### config.mk
export PLATFORM = sky130hd
export DESIGN_NAME = alu_arbiter
export DESIGN_NICKNAME = d
export VERILOG_FILES = /design/src/rtl/alu_arbiter.sv
export SDC_FILE = /design/constraint.sdc
export NUM_CORES = 1
export LEC_CHECK = 0
export ABC_AREA = 1
export CAP_MARGIN = 20
export CORE_MARGIN = 3
export CORE_UTILIZATION = 38
export CTS_CLUSTER_SIZE = 30
export DETAILED_ROUTE_END_ITERATION = 6
export GPL_TIMING_DRIVEN = 0
export PLACE_DENSITY = 0.78
export SKIP_LAST_GASP = 1
export SYNTH_ARGS = -nofsm -noshare
export SYNTH_HDL_FRONTEND = slang
export SYNTH_SLANG_ARGS = --single-unit
### constraint.sdc
create_clock -name clk -period 1.3 [get_ports clk]
set_input_delay 0.26 -clock clk [delete_from_list [all_inputs] [get_ports clk]]
set_output_delay 0.26 -clock clk [all_outputs]
set_load 0.05 [all_outputs]
### src/rtl/alu_arbiter.sv
// Round-robin arbiter that shares one external ALU between two requesters.
// Latency: an op accepted in cycle T has its response valid in cycle T+2; one op is in flight at a time.
// Backpressure: no new grant is issued until the owning requester consumes its response.
module alu_arbiter #(
    parameter int WIDTH = 32
) (
    input  logic             clk,
    input  logic             rst_n,
    input  logic             req0_valid,
    output logic             req0_ready,
    input  logic [3:0]       req0_aluop,
    input  logic [5:0]       req0_func,
    input  logic [WIDTH-1:0] req0_a,
    input  logic [WIDTH-1:0] req0_b,
    input  logic             req1_valid,
    output logic             req1_ready,
    input  logic [3:0]       req1_aluop,
    input  logic [5:0]       req1_func,
    input  logic [WIDTH-1:0] req1_a,
    input  logic [WIDTH-1:0] req1_b,
    output logic             rsp0_valid,
    input  logic             rsp0_ready,
    output logic             rsp1_valid,
    input  logic             rsp1_ready,
    output logic [WIDTH-1:0] rsp_result,
    output logic             rsp_err,
    output logic [3:0]       alu_op,
    output logic [5:0]       alu_func,
    output logic [WIDTH-1:0] alu_a,
    output logic [WIDTH-1:0] alu_b,
    input  logic [3:0]       alu_ctl,
    input  logic [WIDTH-1:0] alu_result,
    output logic             busy
);
    typedef enum logic [1:0] {IDLE, EXEC, RESP} state_t;

    typedef struct packed {
        logic [3:0]       aluop;
        logic [5:0]       func;
        logic [WIDTH-1:0] a;
        logic [WIDTH-1:0] b;
        logic             id;
    } issue_t;

    state_t state;
    issue_t iss;
    logic   last_id;
    logic   grant0;
    logic   grant1;
    logic   owner_rdy;

    // On a tie the requester that was not served last wins.
    always_comb begin
        grant0 = req0_valid & (~req1_valid | last_id);
        grant1 = req1_valid & (~req0_valid | ~last_id);
    end

    assign req0_ready = (state == IDLE) & grant0;
    assign req1_ready = (state == IDLE) & grant1;

    assign owner_rdy  = iss.id ? rsp1_ready : rsp0_ready;
    assign rsp0_valid = (state == RESP) & ~iss.id;
    assign rsp1_valid = (state == RESP) &  iss.id;
    assign busy       = (state != IDLE);

    // ALU drive comes straight from the issue registers so it never glitches between ops.
    assign alu_op   = iss.aluop;
    assign alu_func = iss.func;
    assign alu_a    = iss.a;
    assign alu_b    = iss.b;

    always_ff @(posedge clk or negedge rst_n) begin
        if (!rst_n) begin
            state      <= IDLE;
            iss        <= '0;
            last_id    <= 1'b1;
            rsp_result <= '0;
            rsp_err    <= 1'b0;
        end else begin
            case (state)
                IDLE: begin
                    if (grant0) begin
                        iss   <= '{aluop: req0_aluop, func: req0_func, a: req0_a, b: req0_b, id: 1'b0};
                        state <= EXEC;
                    end else if (grant1) begin
                        iss   <= '{aluop: req1_aluop, func: req1_func, a: req1_a, b: req1_b, id: 1'b1};
                        state <= EXEC;
                    end
                end
                EXEC: begin
                    rsp_result <= alu_result;
                    rsp_err    <= (alu_ctl == 4'b1111);
                    state      <= RESP;
                end
                RESP: begin
                    if (owner_rdy) begin
                        last_id <= iss.id;
                        state   <= IDLE;
                    end
                end
                default: state <= IDLE;
            endcase
        end
    end
endmodule

Word-level counts from Yosys, hierarchy flattened
Cells that the tools add are included.
{"block": "classes", "bitwise_logic": 12, "eq_ne": 5, "muxes": 7, "reduce_logical": 6}
{"op": "75-bit two-way mux", "n": 2}
{"op": "1-bit AND", "n": 6}
{"op": "2-bit two-way mux", "n": 3}
{"op": "2-bit one-hot mux with 3 select lines", "n": 1}
{"op": "2-bit AND reduction", "n": 3}
{"op": "4-bit == test (second input constant)", "n": 1}
{"op": "1-bit inverter", "n": 4}
{"op": "2-bit nonzero test", "n": 2}
{"op": "3-bit inequality test (second input constant)", "n": 1}
{"op": "2-bit by 1-bit == test with 1-bit output (second input constant)", "n": 1}
{"op": "2-bit == test (second input constant)", "n": 1}
{"op": "2-bit logical NOT", "n": 1}
{"op": "2-bit inequality test (second input constant)", "n": 1}
{"op": "1-bit OR", "n": 2}
{"op": "1-bit two-way mux", "n": 1}
{"block": "word_totals", "regBits": 111, "inputBits": 190, "word_cells": 39, "out_inout_bits": 112}

Logic depth before layout (Yosys ltp)
{"block": "depth", "depth_word": 6, "ltp_mapped": 9, "depth_no_buf": 6}

Worst setup path after synthesis
OpenSTA, ideal clock, no wires.
{"block": "synth_path", "path_kind": "register -> output", "startpoint": "reg last_id", "endpoint": "out req0_ready", "t_arrival_ps": 1721, "path_buffers": 2, "t_required_ps": 1040, "path_stages_with_launch": 5, "path_slack_ps": -681, "path_cell_list": "dfstp_2 > nand2_1 > buf_2 > buf_2 > a21oi_1"}
{"block": "synth_via", "elab_chain_len": 3}
{"element": "start, declared", "line": "47", "source": "logic last_id;"}
{"element": "start signal, assigned", "line": "97", "source": "last_id <= iss.id;"}
{"element": "1-bit OR", "line": "54", "source": "grant0 = req0_valid & (~req1_valid | last_id);"}
{"element": "1-bit AND", "line": "54"}
{"element": "1-bit AND", "line": "58", "source": "assign req0_ready = (state == IDLE) & grant0;"}
{"element": "end, declared", "line": "10", "source": "output logic req0_ready,"}
No other way between the ends.

Worst setup path after layout
{"block": "layout_path", "startpoint": "reg last_id", "endpoint": "out req1_ready"}
{"block": "layout_via", "elab_chain_len": 4}
{"element": "1-bit inverter", "line": "55", "source": "grant1 = req1_valid & (~req0_valid | ~last_id);"}
{"element": "1-bit OR", "line": "55"}
{"element": "1-bit AND", "line": "55"}
{"element": "1-bit AND", "line": "59", "source": "assign req1_ready = (state == IDLE) & grant1;"}
{"element": "end, declared", "line": "16", "source": "output logic req1_ready,"}
No other way between the ends.

==> flow_summary.json <==
{
  "outcome": "finished with violations",
  "violations": "setup timing",
  "maxCapViolCount": 0,
  "final-hold-violation-count": 0,
  "cp.required_ns": 1.04,
  "critPathLaunch": "last_id",
  "groute.usage.overall": 0.2500,
  "fin_skew_ns": 0.01066,
  "synth_cells": 890,
  "cts_root_buf": "clkbuf_16",
  "drtIter0Drc": 370,
  "grt_max_degree": 66,
  "drive_gt1_frac": 0.3466,
  "numCtsBuffers": 9,
  "wl_met3_mm": 1.986,
  "area_growth_pct": 88.06,
  "clock.fmax_ghz": 0.5463,
  "highest_layer": "met4",
  "ys_seq_area_frac": 0.4348,
  "crit_slowest_cell": "dfstp_2",
  "coreArea_sq_um": 16170,
  "ant_nets": 0,
  "num_rows": 46,
  "path_clk_slew_ns": 0.07,
  "reg2reg_depth": 9,
  "dieArea_sq_um": 18410,
  "path_cells": "nand2_4 -> buf_8 -> buf_8 -> nand3_4 -> clkinvlp_4 -> buf_8",
  "insertion_delay_ns": 0.35,
  "slowest_delay_ns": 0.59,
  "r2r_setup_slack_ns": -0.30,
  "syn_area_sq_um": 6391,
  "cts_tree": "built",
  "fillers": 1151,
  "vdd_drop_max_v": 0.001315,
  "antenna_found_initial": 1,
  "layout_setup_ws_ns": -0.5306,
  "nNetsFinal": 1463,
  "ys.warnings.count": 0,
  "r2r-end": "alu_a[14]",
  "dr_wl_met2_mm": 12.52,
  "end_kind": "output pin",
  "dpl.hpwl_mm": 15.77,
  "cpMostUsedCell": "buf_8",
  "initial_utilization": 0.3952,
  "synth_seq_cells": 111,
  "final.setup.tns_ns": -16.89,
  "hp-class": "in -> async",
  "wl_per_cell_um": 16.55,
  "slew-limit-headroom": 0.6860,
  "pin_count": 302,
  "rsz0062_at_grt": "true",
  "final_cell_count_no_fill": 1495,
  "utilization": 0.7432,
  "grt_pass1_vias": 6922,
  "critPathLaunchType": "flop",
  "die_w_um": 135.7,
  "ys_types": 17,
  "dieHeight_um": 135.7,
  "placed_cells": 1408,
  "setup_viol": 86,
  "r2r-start": "last_id",
  "critical_path_arrival_ns": 1.57,
  "dr.pass1.iters": 5,
  "synth_area_per_cell_sq_um": 7.181,
  "final_cell_mix": "226 x nand3_1, 186 x clkdlybuf4s50_1, 151 x inv_1",
  "power.leakage_nw": 6.362,
  "power.density_nw_per_um2": 2751,
  "timing.hold.ws_ns": 0.4038,
  "place.gp.congestion": 0.8454,
  "wl_met1_mm": 9.364,
  "drcViolationCount": 0,
  "tightest_slew_ns": 0.4709,
  "vias": 7255,
  "wirelength_mm": 24.74,
  "h-tree-depth": 3,
  "fin_crit_ns": 1.831,
  "avgViaCountPerCell": 4.853,
  "final_max_slew_viol_count": 0,
  "grt_pass1_wl_mm": 36.25,
  "grt_overflow": 0,
  "power_mw": 33.06,
  "port-buffer-count": 301,
  "clock-sinks": 111,
  "syn-num-nets": 1080,
  "crit_type": "reg -> out",
  "clockBufferDepth": 2,
  "cp_max_fo": 3,
  "final_common_cell": "nand3_1",
  "period_share": 1.408
}
cell type report:
type | count | area, sq um | share of cell area
Clock buffer | 11 | 242.7 | 0.02020
Multi-Input combinational cell | 490 | 2616 | 0.2177
Buffer | 108 | 1060 | 0.08817
Clock inverter | 5 | 56.30 | 0.004685
Timing Repair Buffer | 396 | 4375 | 0.3640
Antenna cell | 1 | 2.502 | 0.0002082
Sequential cell | 111 | 2780 | 0.2313
Inverter | 157 | 615.6 | 0.05122
Tap cell | 216 | 270.3 | 0.02249
cells in the mapped netlist (all sizes together):
master  count  area (sq um)
clkbuf     22         82.58
nand3     255          1276
nand4       1         6.260
inv       157         589.3
nand2     225         847.1
a21oi       1         5.000
o21ai       3         15.01
dfrtp     110          2753
buf       110         764.5
nor2        5         26.27
dfstp       1         26.28
routing by layer:
| metal | GRT usage | vias to the layer above |
|---|---|---|
| met5 | 0 | - |
| met4 | 0.09574 | 0 |
| met3 | 0.05238 | 58 |
| met2 | 0.4303 | 309 |
| met1 | 0.3079 | 3437 |
| li1 | - | 3451 |
logic make-up (layout without fill, tap and decap cells):
kind of cell / Yosys count / after routing / share of synthesized area
AND/OR/NAND/NOR: 486 / 486 / 0.3373
buffers and inverters: 289 / 677 / 0.2247
flip-flops: 111 / 111 / 0.4348
AO/OA/AOI/OAI: 4 / 4 / 0.003131
other: 0 / 1 / 0
where the power goes:
group | switching (mW) | internal, mW | total, mW
Combinational | 12.9 | 10.8 | 23.7
Clock | 1.30 | 1.55 | 2.85
Sequential | 1.33 | 5.22 | 6.55
how the worst max path moves through the flow:
stage | endpoint | slack, ns
3_5_place_dp | req1_ready | -1.24
3_3_place_gp | alu_b[5] | -4.44
6_report | req1_ready | -0.53
5_1_grt | req1_ready | -0.59
2_1_floorplan | req0_ready | -0.13
4_1_cts | req0_ready | -0.55
sequential cells by signal (all words and copies together) (netlist names):
name / cells
iss: 1
alu_op: 4
state: 2
alu_b: 32
alu_a: 32
alu_func: 6
last_id: 1
rsp_err: 1
rsp_result: 32
worst max-delay path: cells and delay by family (launching register included):
family / cells / cell delay (ns)
AND/OR/NAND/NOR: 2 / 0.14
buffers and inverters: 4 / 0.49
flip-flops: 1 / 0.59
repair_timing:
item,CTS,global route
gates cloned,16,5
resized for setup,904,167
pin swaps,37,9
setup buffers,27,50
endpoints found under the hold margin,46,0
setup endpoints to repair,203,179
hold buffers,1,0
stage by stage:
| step | worst slack (ns) | instance area [sq um] |
|---|---|---|
| after floorplan | -0.1338 | 6509 |
| after global placement | -4.441 | 9792 |
| after detailed placement | -1.238 | 9821 |
| after CTS | -0.5490 | 11200 |
| after global routing | -0.5935 | 12020 |
| final | -0.5306 | 12020 |
Note: power is estimated with default switching activity, not from simulation.
